--- config.mk ---
export PLATFORM = sky130hd
export DESIGN_NAME = pipe_sel_reg
export DESIGN_NICKNAME = d
export VERILOG_FILES = /design/src/rtl/pipe_sel_reg.sv
export SDC_FILE = /design/constraint.sdc
export NUM_CORES = 1
export LEC_CHECK = 0
export BUFFER_PORTS_ARGS = -buffer_cell sky130_fd_sc_hd__buf_2
export CELL_PAD_IN_SITES_DETAIL_PLACEMENT = 1
export CELL_PAD_IN_SITES_GLOBAL_PLACEMENT = 1
export CORE_MARGIN = 5
export CORE_UTILIZATION = 23
export CTS_BUF_LIST = sky130_fd_sc_hd__clkbuf_16
export DETAILED_ROUTE_END_ITERATION = 12
export MAX_ROUTING_LAYER = met4
export PLACE_DENSITY = 0.77
export SLEW_MARGIN = 40
export SYNTH_ARGS = -nofsm -noshare
export SYNTH_HDL_FRONTEND = slang
export SYNTH_SLANG_ARGS = --single-unit
--- constraint.sdc ---
create_clock -name clk -period 1.4 [get_ports clk]
set_input_delay 0.14 -clock clk [delete_from_list [all_inputs] [get_ports clk]]
set_output_delay 0.14 -clock clk [all_outputs]
set_load 0.005 [all_outputs]
--- src/rtl/pipe_sel_reg.sv ---
// N-way operand selector with a registered pipeline-stage output.
// Selects one of NUM_SRC forwarding sources. The selected value is exported
// combinationally and is also captured into a stage register. The stage
// register supports stall (hold), flush (bubble), a valid bit, a sticky
// illegal-select flag and a saturating count of consecutive stalled cycles.
module pipe_sel_reg #(
  parameter int unsigned      WIDTH     = 32,
  parameter int unsigned      NUM_SRC   = 4,
  parameter int unsigned      SEL_W     = 2,
  parameter logic [WIDTH-1:0] RESET_VAL = '0
) (
  input  logic                     clk,
  input  logic                     reset,
  input  logic [SEL_W-1:0]         sel,
  input  logic [NUM_SRC*WIDTH-1:0] src,
  input  logic                     valid_in,
  input  logic                     en,
  input  logic                     flush,
  output logic [WIDTH-1:0]         comb_out,
  output logic [WIDTH-1:0]         q,
  output logic                     valid_out,
  output logic                     sel_err,
  output logic [7:0]               stall_cnt
);

  logic             sel_legal;
  logic [WIDTH-1:0] data_q,  data_d;
  logic             valid_q, valid_d;
  logic             err_q,   err_d;
  logic [7:0]       stall_q, stall_d;

  // Source select: out-of-range indices produce zero and flag as illegal.
  // When NUM_SRC fills the whole select space every index matches, so the
  // illegal case never arises.
  always_comb begin
    comb_out  = '0;
    sel_legal = 1'b0;
    for (int unsigned k = 0; k < NUM_SRC; k++) begin
      if (sel == SEL_W'(k)) begin
        comb_out  = src[k*WIDTH +: WIDTH];
        sel_legal = 1'b1;
      end
    end
  end

  // Next-state: flush beats enable, enable beats stall.
  always_comb begin
    data_d  = data_q;
    valid_d = valid_q;
    err_d   = err_q;
    stall_d = stall_q;
    if (flush) begin
      data_d  = RESET_VAL;
      valid_d = 1'b0;
      stall_d = '0;
    end else if (en) begin
      data_d  = comb_out;
      valid_d = valid_in;
      stall_d = '0;
      if (valid_in && !sel_legal) begin
        err_d = 1'b1;
      end
    end else if (stall_q != '1) begin
      stall_d = stall_q + 8'd1;
    end
  end

  // Stage register with synchronous reset taking priority over everything.
  always_ff @(posedge clk) begin
    if (reset) begin
      data_q  <= RESET_VAL;
      valid_q <= 1'b0;
      err_q   <= 1'b0;
      stall_q <= '0;
    end else begin
      data_q  <= data_d;
      valid_q <= valid_d;
      err_q   <= err_d;
      stall_q <= stall_d;
    end
  end

  assign q         = data_q;
  assign valid_out = valid_q;
  assign sel_err   = err_q;
  assign stall_cnt = stall_q;

endmodule

* Yosys cells after proc, flatten, opt, wreduce, memory -nomap -nowiden *
Index checks and enable logic that the tools add are counted.

cells by class
  add/subtract/negate cells = 1
  equal/unequal tests = 4
  mux-type cells = 8
  bitwise gates (word level) = 1
  reduce and logical (&&, ||, !) cells = 6

operators by type and width
  operator                                                                number
  32-bit 2-to-1 mux                                                       4
  8-bit by 1-bit adder with 8-bit output (second input constant)          1
  8-bit != test (second input constant)                                   1
  2-bit equality test (second input constant)                             2
  1-bit 2-to-1 mux                                                        4
  3-bit AND reduction                                                     1
  3-bit OR reduction                                                      1
  2-bit by 1-bit equality test with 1-bit output (second input constant)  1
  2-bit logical NOT                                                       1
  2-bit OR reduction                                                      1
  1-bit logical AND                                                       1
  1-bit logical NOT                                                       1
  1-bit inverter                                                          1

word-level totals
  register bits = 42
  output and inout port bits = 74
  word-level logic and storage cells = 24

* Longest topological paths before layout *
  word-level depth = 8
  depth in mapped cells = 5

* Least setup slack after synthesis *
No wires, ideal clock.

  kind = reg-to-reg
  start = register stall_q[0], in the netlist stall_cnt[0]
  end = register stall_q[5], in the netlist stall_cnt[5]
  setup time = 0.072 ns
  arrival = 1.312 ns
  path slack = 0.016 ns
  stages on the path, launching flop included = 6
  path buffers = 1
  clock period less this slack = 1.384 ns
  path through = dfxtp_1 ha_1 and3_1 clkbuf_1 a211oi_1 mux2i_1

on the way
  word-level cells in the longest chain between the ends = 1
  elaborated cells on any way between the ends = 2
  classes of those cells = add/sub: 1; eq/ne: 1

RTL lines
  what                                                                            RTL line  text
  from (decl)                                                                     30        logic [7:0] stall_q, stall_d;
  from (signal assigned)                                                          79        stall_q <= stall_d;
  8-bit by 1-bit adder with 8-bit output / 8-bit != test (equally long branches)  64, 63

Several ways; a longest one is shown, not always the timed one.
A chain may end at the register's enable or synchronous reset.

* Final worst setup path *
  start = input sel[0]
  end = output comb_out[8]

on the way
  word-level cells in the longest chain between the ends = 5
  elaborated cells on any way between the ends = 8
  classes of those cells = eq/ne: 3; mux: 4; reduce/logical: 1

RTL lines
  what                            RTL line  text
  from (decl)                     14        input logic [SEL_W-1:0] sel,
  2-bit logical NOT               39        if (sel == SEL_W'(k)) begin
  32-bit 2-to-1 mux (3 in a row)  39
  32-bit 2-to-1 mux (*)           39
  to (decl)                       19        output logic [WIDTH-1:0] comb_out,

Mark *: on every way between the ends. The rest lies on a longest branch, timed or not.

==> key figures <==
Critical path
  • Required time of the critical path: 1.26 ns
  • Worst Setup End Kind: output port
  • Worst R2R Path Depth: 5
  • Startpoint Class: input pin
  • Crit Path Max Fanout: 20
  • R2r setup slk: 0.12 ns
  • FF-to-FF End: stall_cnt[3]
  • Arr. time, crit path: 1.20 ns
  • Crit Path Category: input pin to output port
  • Worst r2r src: stall_cnt[1]

Timing
  • Final Max Tran Viols: 0
  • Clk_skew: 0.000697 ns
  • Final cycle utilization of the critical path: 0.960
  • Peak Freq: 0.744 GHz
  • Worst-Margin Slew: 0.264 ns
  • Final hold vios: 0
  • Max-slew headroom: 0.824
  • Total negative slack: 0 ns
  • # setup viols final: 0
  • Min Tclk post-route: 1.34 ns
  • RSZ-0062 raised after global routing: no

Global route
  • Initial antenna violation count: 0
  • Vias in the first global route: 2732
  • GRT overflow: 0
  • First-pass GRT wire length: 14200 um
  • GRT Total Usage: 0.162
  • Largest net degree at the start of global routing: 34

Flow run
  • Number of max-cap violations: 0

Clock network
  • Clk slew on worst S/H paths: 0.06 ns
  • Worst-Skew Late Latency: 0.28 ns
  • Post-CTS setup buffer count: 0
  • TritonCTS buffer count: 5
  • CTS tree: done
  • Root buffer cell: clkbuf_16
  • H-tree Lvls: 2
  • Hold-fix buffers, CTS: 0
  • Clock sinks: 42
  • CTS Buffer Depth: 2

Routing
  • Via count: 2417
  • Drt pass-1 iters: 4
  • Total routed wirelength: 9660 um
  • Drt first-iter violations: 94
  • Final ANT Viol Nets: 0
  • Vias per inst: 4.81
  • Avg WL per Cell: 19.2 um
  • Residual DRC: 0

Placement
  • Placed wire-length estimate: 8120 um
  • Placed cell area: 3440 um^2
  • GP Congestion: 0.817
  • # port buffers: 208

Layout
  • Final non-filler cell area: 3580 um^2
  • Final core utilization: 0.384
  • Nets: 508
  • # fillers: 1100
  • Ant diodes: 0
  • Layout cells sized above 1: 0.689
  • Area Growth Syn to Fin: 61.3%

Die
  • Starting density of the core: 0.238
  • IO Pins: 209
  • Die area: 11700 um^2
  • Core Region: 9330 um^2
  • Die Width: 108 um
  • Die Y: 108 um
  • Number of core rows: 35

Yosys
  • Synthesized instance count: 162
  • Number of distinct library cells after synthesis: 28
  • Mapped Nets: 298
  • Ys flop type: dfxtp_1
  • Synth async-reset ratio: 0
  • Leading area contributor after synthesis: dfxtp_1
  • Post-synth EDFFs: 0
  • Syn Std Cell Area: 2220 um^2
  • Area share of the largest cell type after synthesis: 0.379
  • Yosys warnings: 0
  • Synth area leaders: dfxtp_1 38%, mux4_2 30%, a22o_1 13%, buf_12 2.7%, mux4_1 2.4%
  • Commonest cells in the netlist: 42 x dfxtp_1, 33 x a22o_1, 30 x mux4_2, 6 x buf_2
  • Syn avg cell area: 13.7 um^2
  • Cell with the most instances after synthesis: dfxtp_1
  • Post-synthesis sequential area ratio: 0.379
  • Yosys reg bits: 42

Power and ir drop
  • Pwr/cell area: 857 nW/um^2
  • Total power: 3.07 mW
  • Leakage: 1.76 nW
  • Peak VDD IR: 0.346 mV

Outcome
  • Status: complete, no violations

Min path
  • Worst Hold End: valid_out
  • Hold Crit Depth: 2
  • Worst hold path startpoint: valid_in
  • Hold WC Path Type: input pin to flip-flop
==> cell usage in the layout (no fill, tap or decap), types with 2 or more instances in the layout <==
master and instances:
buf_2 208, dfxtp_1 42, a22o_1 33, mux4_2 30
buf_4 6, a21oi_1 5, clkbuf_16 5, nand2_1 4
o21ai_0 4, buf_12 4, and3_1 3, nor3_1 3
nand3_1 3, mux4_1 2, a31oi_1 2, and4_1 2
nand4_1 2
==> layout make-up <==
cell class / instances / area (um^2) / area share
clock buffers: 5 / 125 / 0.0349
repair buffers: 218 / 1170 / 0.326
multi-input cells: 105 / 1280 / 0.356
clock inverters: 3 / 12.5 / 0.00349
well taps: 129 / 161 / 0.0451
flip-flops and latches: 42 / 841 / 0.235
==> where the power goes <==
group | leakage, nW | switching [mW] | internal (mW)
clock network | 0.0724 | 0.472 | 0.646
registers | 0.342 | 0.0215 | 1.24
logic | 1.35 | 0.281 | 0.415
total | 1.76 | 0.775 | 2.30
==> metal layers <==
metal | global-route usage | vias up | part of all wire
li1 | - | 1102 | -
met3 | 0.0304 | 12 | 0.063
met1 | 0.180 | 1183 | 0.37
met2 | 0.298 | 120 | 0.55
met4 | 0.0433 | 0 | 0.016
met5 | - | - | 0
==> logic make-up after synthesis <==
| family | Yosys count | synth area share |
|---|---|---|
| AOI/OAI and AO/OA | 46 | 0.163 |
| adders and majority gates | 1 | 0.00563 |
| buffers and inverters | 15 | 0.0541 |
| DFF | 42 | 0.379 |
| muxes | 33 | 0.332 |
| and+or+nand+nor | 25 | 0.0665 |
==> worst max-delay path: stages <==
cell    delay, ns
buf_2        0.14
buf_12       0.21
mux4_2       0.54
buf_2        0.16
==> how the worst max path moves through the flow <==
stage,start,to,slack [ns]
4_1_cts,sel[0],comb_out[8],0.04
3_3_place_gp,sel[0],q[13],0.06
5_1_grt,sel[0],comb_out[14],0.004
3_5_place_dp,sel[0],q[7],0.01
6_report,sel[0],comb_out[8],0.06
2_1_floorplan,stall_cnt[0],stall_cnt[5],0.02
==> metrics by stage <==
stage               hold slack (ns)  worst slack, ns  instances
floorplan                     0.212           0.0161        162
global placement              0.351           0.0552        494
detailed placement            0.357           0.0147        494
CTS                          0.0610           0.0422        502
global route                 0.0642          0.00372        502
finish                       0.0700           0.0563        502
==> flip-flops by register name, summed over array words and instances, names as in the netlist <==
signal     flops
q             32
stall_cnt      8
sel_err        1
valid_out      1
==> what timing repair did <==
action | in CTS | in global routing
gates resized for setup | 0 | 1
endpoints found under the hold margin | 0 | 0
setup endpoints to repair | 0 | 1
(Power assumes the default switching activity.)
